$ cat config.mk
export PLATFORM = sky130hd
export DESIGN_NAME = axi_interconnect_crossbar_bresp_route
export DESIGN_NICKNAME = d
export VERILOG_FILES = /design/src/rtl/axi_interconnect_pkg.sv /design/src/rtl/axi_interconnect_crossbar_order_fifo.sv /design/src/rtl/axi_interconnect_crossbar_bresp_route.sv
export SDC_FILE = /design/constraint.sdc
export NUM_CORES = 1
export LEC_CHECK = 0
export ABC_AREA = 1
export CORE_UTILIZATION = 55
export DETAILED_ROUTE_END_ITERATION = 16
export GPL_ROUTABILITY_DRIVEN = 0
export PLACE_DENSITY = 0.83
export RECOVER_POWER = 25
export SLEW_MARGIN = 5
export SYNTH_ARGS = -nofsm -noshare
export SYNTH_HDL_FRONTEND = slang
export SYNTH_SLANG_ARGS = --single-unit
export TNS_END_PERCENT = 100
$ cat constraint.sdc
create_clock -name aclk -period 2.7 [get_ports aclk]
set_clock_uncertainty 0.1 [all_clocks]
set_input_delay 0.675 -clock aclk [delete_from_list [all_inputs] [get_ports aclk]]
set_output_delay 0.675 -clock aclk [all_outputs]
set_load 0.005 [all_outputs]
$ cat src/rtl/axi_interconnect_pkg.sv
// Shared crossbar definitions: width helper, BRESP encodings and error-flag bit positions.
package axi_interconnect_pkg;

    // Number of bits needed to hold value (at least 1).
    function automatic int LOG2(input int value);
        int bits;
        bits = 1;
        while ((value >> bits) != 0) bits++;
        return bits;
    endfunction

    localparam logic [1:0] OKAY   = 2'b00;
    localparam logic [1:0] EXOKAY = 2'b01;
    localparam logic [1:0] SLVERR = 2'b10;
    localparam logic [1:0] DECERR = 2'b11;

    localparam int ERR_PUSH_FULL = 0;
    localparam int ERR_BAD_USER  = 1;

endpackage

$ cat src/rtl/axi_interconnect_crossbar_order_fifo.sv
// In-order tracking FIFO with registered count/full/empty; no fall-through from push to head.
module axi_interconnect_crossbar_order_fifo
    import axi_interconnect_pkg::*;
#(
    parameter int DATA_W = 2,
    parameter int DEPTH  = 8,
    parameter int CNT_W  = LOG2(DEPTH) + 1
) (
    input  logic              clk,
    input  logic              rst_n,
    input  logic              push,
    input  logic              pop,
    input  logic [DATA_W-1:0] din,
    output logic [DATA_W-1:0] dout,
    output logic [CNT_W-1:0]  count,
    output logic              full,
    output logic              empty
);

    localparam int PTR_W = (DEPTH > 1) ? $clog2(DEPTH) : 1;
    localparam logic [CNT_W-1:0] DEPTH_CNT = DEPTH[CNT_W-1:0];

    logic [DATA_W-1:0] mem [DEPTH];
    logic [PTR_W-1:0]  wr_ptr;
    logic [PTR_W-1:0]  rd_ptr;
    logic              do_push;
    logic              do_pop;
    logic [CNT_W-1:0]  count_nxt;

    // Full is judged on the registered count, so a same-cycle pop never frees room for a push.
    assign do_push = push & ~full;
    assign do_pop  = pop & ~empty;

    always_comb begin
        count_nxt = count;
        if (do_push && !do_pop) begin
            count_nxt = count + CNT_W'(1);
        end else if (do_pop && !do_push) begin
            count_nxt = count - CNT_W'(1);
        end
    end

    always_ff @(posedge clk or negedge rst_n) begin
        if (!rst_n) begin
            wr_ptr <= '0;
            rd_ptr <= '0;
            count  <= '0;
            full   <= 1'b0;
            empty  <= 1'b1;
        end else begin
            if (do_push) wr_ptr <= wr_ptr + PTR_W'(1);
            if (do_pop)  rd_ptr <= rd_ptr + PTR_W'(1);
            count <= count_nxt;
            full  <= (count_nxt == DEPTH_CNT);
            empty <= (count_nxt == '0);
        end
    end

    always_ff @(posedge clk) begin
        if (do_push) mem[wr_ptr] <= din;
    end

    assign dout = mem[rd_ptr];

endmodule

$ cat src/rtl/axi_interconnect_crossbar_bresp_route.sv
// B-channel return path for one slave port: steers each write response to the master
// whose AW was granted, in grant order, through a single-entry output register.
module axi_interconnect_crossbar_bresp_route
    import axi_interconnect_pkg::*;
#(
    parameter int NUM   = 4,
    parameter int WIDTH = (LOG2(NUM - 1) < 1) ? 1 : LOG2(NUM - 1),
    parameter int ID_W  = 4,
    parameter int DEPTH = 8,
    parameter int CW    = LOG2(DEPTH) + 1
) (
    input  logic             aclk,
    input  logic             aresetn,
    input  logic             aw_push,
    input  logic [WIDTH-1:0] aw_user,
    output logic             aw_full,
    input  logic             s_bvalid,
    output logic             s_bready,
    input  logic [ID_W-1:0]  s_bid,
    input  logic [1:0]       s_bresp,
    output logic [NUM-1:0]   m_bvalid,
    input  logic [NUM-1:0]   m_bready,
    output logic [ID_W-1:0]  m_bid,
    output logic [1:0]       m_bresp,
    output logic [CW-1:0]    outstanding,
    output logic [1:0]       err
);

    localparam logic [WIDTH:0]   USER_LIMIT = NUM[WIDTH:0];
    localparam logic [NUM-1:0]   ONE_HOT0   = {{(NUM-1){1'b0}}, 1'b1};

    logic             user_ok;
    logic             fifo_push;
    logic             fifo_full;
    logic             fifo_empty;
    logic [WIDTH-1:0] head_dst;
    logic             capture;

    logic             out_v;
    logic [WIDTH-1:0] out_dst;
    logic [ID_W-1:0]  out_id;
    logic [1:0]       out_resp;

    assign user_ok   = ({1'b0, aw_user} < USER_LIMIT);
    assign fifo_push = aw_push & user_ok & ~fifo_full;

    axi_interconnect_crossbar_order_fifo #(
        .DATA_W (WIDTH),
        .DEPTH  (DEPTH),
        .CNT_W  (CW)
    ) u_order_fifo (
        .clk   (aclk),
        .rst_n (aresetn),
        .push  (fifo_push),
        .pop   (capture),
        .din   (aw_user),
        .dout  (head_dst),
        .count (outstanding),
        .full  (fifo_full),
        .empty (fifo_empty)
    );

    assign aw_full = fifo_full;

    // Ready never looks at s_bvalid; a B with nothing tracked simply waits.
    assign s_bready = ~fifo_empty & (~out_v | m_bready[out_dst]);
    assign capture  = s_bvalid & s_bready;

    always_ff @(posedge aclk or negedge aresetn) begin
        if (!aresetn) begin
            out_v    <= 1'b0;
            out_dst  <= '0;
            out_id   <= '0;
            out_resp <= '0;
            err      <= '0;
        end else begin
            if (capture) begin
                out_v    <= 1'b1;
                out_dst  <= head_dst;
                out_id   <= s_bid;
                out_resp <= s_bresp;
            end else if (out_v && m_bready[out_dst]) begin
                out_v <= 1'b0;
            end
            if (aw_push && fifo_full) err[ERR_PUSH_FULL] <= 1'b1;
            if (aw_push && !user_ok)  err[ERR_BAD_USER]  <= 1'b1;
        end
    end

    assign m_bvalid = out_v ? (ONE_HOT0 << out_dst) : '0;
    assign m_bid    = out_id;
    assign m_bresp  = out_resp;

endmodule

* Yosys cells after proc, flatten, opt, wreduce, memory -nomap -nowiden
Memories as Yosys holds them, arrays and structs flattened. A register that Yosys moved wholly into a read port is not among the register bits. Cells that the tools add are included.
Storage, ports and cells: bits in registers 21, bits in latches 0, bits in writable memories 16, memory bits (read-only) 0, memories kept 1
Cells by class: add/subtract/negate cells 4, multipliers 0, div/mod/pow operators 0, order comparisons 1, equal/unequal tests 1, shift operators 1, mux-type cells 9, bitwise logic cells 9, reductions and logical operators 9
Memories:
- u_order_fifo.mem | depth 8, width 2, rd ports 1, clocked after memory_dff 1, write ports 1, RTL line axi_interconnect_crossbar_order_fifo.sv:23 | logic [DATA_W-1:0] mem [DEPTH];
Operator list (count):
- 5-bit two-way mux | 2
- 3-bit by 1-bit adder with 3-bit output, second input constant | 2
- 5-bit by 1-bit adder with 5-bit output, second input constant | 1
- 1-bit AND | 5
- 5-bit by 4-bit equality test with 1-bit output, second input constant | 1
- 5-bit zero test | 1
- 1-bit two-way mux | 5
- 5-bit by 1-bit subtractor with 5-bit output, second input constant | 1
- 1-bit logical AND | 4
- 4-bit two-way mux | 1
- 1-bit by 2-bit << shifter with 4-bit output, first input constant | 1
- 1-bit zero test | 3
- 2-bit by 3-bit less-than comparator with 1-bit output, second input constant | 1
- 1-bit inverter | 3
- 1-bit binary-select mux with 2-bit select | 1
- 2-bit nonzero test | 1
- 1-bit bitwise OR | 1

* Depth between registers and ports, before layout
depth in word-level cells 10, depth in mapped cells 13

* Hierarchy
Synthesis repeated with hierarchy kept, for this count alone.
Unflattened totals: cells, all modules 212, area, all modules 1939.4 µm²
By module, submodules not included:
- axi_interconnect_crossbar_order_fifo | times used 1, cells an instance 149, area an instance 1437.6 µm²
- axi_interconnect_crossbar_bresp_route | times used 1, cells an instance 63, area an instance 501.7 µm²

* Least setup slack after synthesis
OpenSTA, ideal clock, no wires.
kind input to register, from in aw_push, to mem u_order_fifo.mem[0][0], enable pin, setup time 309 ps, data arrival time 1477 ps, path slack 814 ps, stages on the path 5, cells stage by stage inv_1 -> nor2_4 -> inv_1 -> or2_2 -> nor2_1
On the way: cells in the longest elaborated chain, start to end 4
Ends and longest elaborated chain:
- from (decl) | RTL line axi_interconnect_crossbar_bresp_route.sv:14 | input logic aw_push,
- 1-bit AND | RTL line axi_interconnect_crossbar_bresp_route.sv:45 | assign fifo_push = aw_push & user_ok & ~fifo_full;
- 1-bit AND | RTL line axi_interconnect_crossbar_order_fifo.sv:31 | assign do_push = push & ~full;
- 1-bit two-way mux | RTL line axi_interconnect_crossbar_order_fifo.sv:60 | if (do_push) mem[wr_ptr] <= din;
- 1-bit two-way mux (implied by the code) | RTL line axi_interconnect_crossbar_order_fifo.sv:60
- to (decl) | RTL line axi_interconnect_crossbar_order_fifo.sv:23
Every way passes these cells.

* Worst setup path after layout
from in m_bready[2], to out s_bready
On the way: cells in the longest elaborated chain, start to end 4
Ends and longest elaborated chain:
- from (decl) | RTL line axi_interconnect_crossbar_bresp_route.sv:22 | input logic [NUM-1:0] m_bready,
- 1-bit binary-select mux with 2-bit select | RTL line axi_interconnect_crossbar_bresp_route.sv:66 | assign s_bready = ~fifo_empty & (~out_v | m_bready[out_dst]);
- 1-bit two-way mux (implied by the code) | RTL line axi_interconnect_crossbar_bresp_route.sv:66
- 1-bit bitwise OR | RTL line axi_interconnect_crossbar_bresp_route.sv:66
- 1-bit AND | RTL line axi_interconnect_crossbar_bresp_route.sv:66
- to (decl) | RTL line axi_interconnect_crossbar_bresp_route.sv:18 | output logic s_bready,
Every way passes these cells. The select of a mux whose other input is x is not followed.

==> results.toml <==
[status]
status = "finished clean"

[detailed_routing]
routed_via_density = 5.12
drc_errors = 0
vias = 1464
drt_pass1_iterations = 4
final_antenna_net_count = 0
drt_wl_total_um = 3470
wl_per_cell_um = 12.1
first_iter_violations = 72

[final_layout]
syn2layout_area_growth_pct = 22.9
regArea_sq_um = 1060
multiInputGateArea_sq_um = 763
fill_cells = 265
num_antenna_cells = 0
layout.nets = 259
drive_gt1_share_pct = 12.1
fin_area_sq_um = 2360
stdcell_count = 286

[placement]
port_buffers = 33
hpwl_um = 2560
dpl_cell_area_sq_um = 2320
dp.cells = 278

[yosys]
synth_top_family_by_area = "simple AND/OR/NAND/NOR gates"
synth-simple-area-share_pct = 25.5
synthAdderAreaFrac_pct = 2.60
yosysUniqueCellTypes = 30
synthCells = 199
synth_nets = 219
ys_seq_area_share_pct = 55.0
synth_compound_area_share_pct = 4.56
netlist_area_sq_um = 1920
synth_xor_area_share_pct = 2.73
syn_avg_cell_area_sq_um = 9.66
synth_mux_area_share_pct = 4.10
synth_seq_cells = 39
ys_warn_count = 0

[cts]
clock-root-buffer = "clkbuf_4"
ctsHoldBuffers = 0
tritoncts = "built"
path_clk_slew_ps = 110
cts_made_buffers = 5
cts_sinks = 39
cts_setup_buffers = 0
clk_latency_ps = 340
cts_buffer_depth = 2
htree_levels = 2
ctsResizeCount = 1

[grt]
antenna_found_initial = 0
grt_start_max_net_pins = 24
overflow = 0
grt_pass1_vias = 1328
grt_usage_pct = 21.3
grt_pass1_wl_um = 5580

[worst_setup_path]
cp-start-kind = "input pin"
worst_setup_path_end_kind = "primary output"
path_class = "in -> out"
cp.required_ps = 1920
crit_fanout = 2
cp_data_arrival_time_ps = 1730

[die]
fp.dieArea_sq_um = 3730
die_h_um = 61.1
coreArea_sq_um = 3340
dieWidth_um = 61.1
ios = 35
num_rows = 21
initial_core_util_pct = 57.6

[sta]
grt_setup_unrepaired = "no"
final_max_slew_viol_count = 0
setup-violations-final = 0
setup_tns_ps = 0
hold_viol_final = 0
fin_crit_sh_pct = 92.7
final.min_clock_period_ps = 2500
finalHoldWorstSlack_ps = 368
fmax_ghz = 0.400
worst_slew_pin_slew_ps = 1260
relSlewSlack_pct = 16.3

[power]
p_leak_nw = 1.04
ir_drop_mv = 0.633
power_density_nw_per_um2 = 1040
p_total_mw = 2.46

[worst_hold_path]
hold_path_class = "reg -> reg"

[job]
max_cap_viol_count = 0
## worst paths after layout
kind / start / endpoint / slack, ps / cells after the start
setup / recovery: m_bready[2] / s_bready / 200 / 6
hold / removal: err[0] / err[0] / 370 / 1
setup reg to reg: out_dst[0] / u_order_fifo.empty / 810 / 11
hold reg to reg: err[0] / err[0] / 370 / 1
max in group asynchronous: aresetn / u_order_fifo.rd_ptr[2] / 750 / 2
min in group asynchronous: aresetn / m_bresp[0] / 1010 / 2
## synth_stat cells
| master | count | share of area, % |
|---|---|---|
| mux2_2 | 7 | 4.1 |
| dfstp_2 | 1 | 1.4 |
| nand3b_1 | 1 | 0.39 |
| nand3_2 | 1 | 0.52 |
| nand2_4 | 1 | 0.59 |
| nand4_1 | 3 | 0.98 |
| clkbuf_1 | 2 | 0.39 |
| inv_1 | 19 | 3.7 |
| clkinv_1 | 1 | 0.20 |
| conb_1 | 1 | 0.20 |
| o21ai_0 | 5 | 1.3 |
| or2_2 | 1 | 0.33 |
| nand3_4 | 2 | 1.8 |
| a21o_1 | 1 | 0.39 |
| nand2_2 | 3 | 0.98 |
| inv_2 | 1 | 0.20 |
| dfrtp_1 | 22 | 29 |
| edfxtp_1 | 16 | 25 |
| nor2_1 | 26 | 5.1 |
| ha_1 | 4 | 2.6 |
| o32ai_1 | 4 | 1.8 |
| buf_4 | 2 | 0.78 |
| nand3_1 | 13 | 3.4 |
| nor2_4 | 1 | 0.59 |
| nand2_1 | 44 | 8.6 |
| nor3_1 | 5 | 1.3 |
| nor2_2 | 1 | 0.33 |
| a21oi_1 | 4 | 1.0 |
| xor2_1 | 6 | 2.7 |
| nand4_2 | 1 | 0.65 |
## cells in the final DEF, fill, tap and decap left out, types with 3 or more instances in the layout
| cell type | synthesis | layout |
|---|---|---|
| a21oi_1 | 4 | 4 |
| buf_4 | 2 | 3 |
| clkbuf_1 | 2 | 3 |
| clkbuf_4 | 0 | 5 |
| clkdlybuf4s50_1 | 0 | 30 |
| dfrtp_1 | 22 | 22 |
| edfxtp_1 | 16 | 16 |
| ha_1 | 4 | 4 |
| inv_1 | 19 | 19 |
| mux2_2 | 7 | 7 |
| nand2_1 | 44 | 44 |
| nand2_2 | 3 | 3 |
| nand3_1 | 13 | 13 |
| nand4_1 | 3 | 3 |
| nor2_1 | 26 | 26 |
| nor3_1 | 5 | 5 |
| o21ai_0 | 5 | 5 |
| o32ai_1 | 4 | 4 |
| xor2_1 | 6 | 6 |
## stage by stage
| step | utilization (%) | worst slack (ps) |
|---|---|---|
| 6_report | 70.8 | 197 |
| 5_1_grt | 70.8 | 88.8 |
| 4_1_cts | 70.9 | 197 |
| 3_5_place_dp | 69.4 | -67.5 |
| 3_3_place_gp | 69.4 | -47.5 |
| 2_1_floorplan | - | 814 |
## final cells by class
type,count,area share (%)
well taps,46,2.44
flip-flops and latches,39,44.8
clock buffers,7,1.91
clock inverters,1,0.212
inverters,21,3.34
repair buffers,37,15.0
multi-input cells,135,32.3
## power by group
part           switching [mW]  leakage (nW)  internal [mW]
combinational           0.603         0.599          0.587
sequential              0.178         0.417          0.814
clock                   0.181        0.0293          0.102
## cell families after synthesis
group,count (synthesis)
other,1
XOR/XNOR,6
flip-flops,39
adder cells (fa/ha/maj),4
multiplexers,7
buffers and inverters,25
AND/OR/NAND/NOR,103
AO/OA/AOI/OAI,14
## critical path: stages
cell,delay [ps]
clkdlybuf4s50_1,480
nand3_1,80
nand3_1,100
nor2_1,50
nor2_2,90
dlygate4sd2_1,250
## sequential cells by signal (all words and copies together), names as in the netlist, 2 cells and up
signal / flops
u_order_fifo.rd_ptr: 3
u_order_fifo.wr_ptr: 3
out_dst: 2
u_order_fifo.count: 5
m_bid: 4
u_order_fifo.mem: 16
m_bresp: 2
## metal layers
metal	track usage, %	share of wire (%)	vias to the layer above	wire length, um
met1	24.3	42	684	1470
met5	0	0	-	0
li1	-	-	732	-
met3	6.93	4.8	8	167
met2	35.7	51	40	1760
met4	11.4	2.2	0	76
Power figures use the tool's default switching activity.
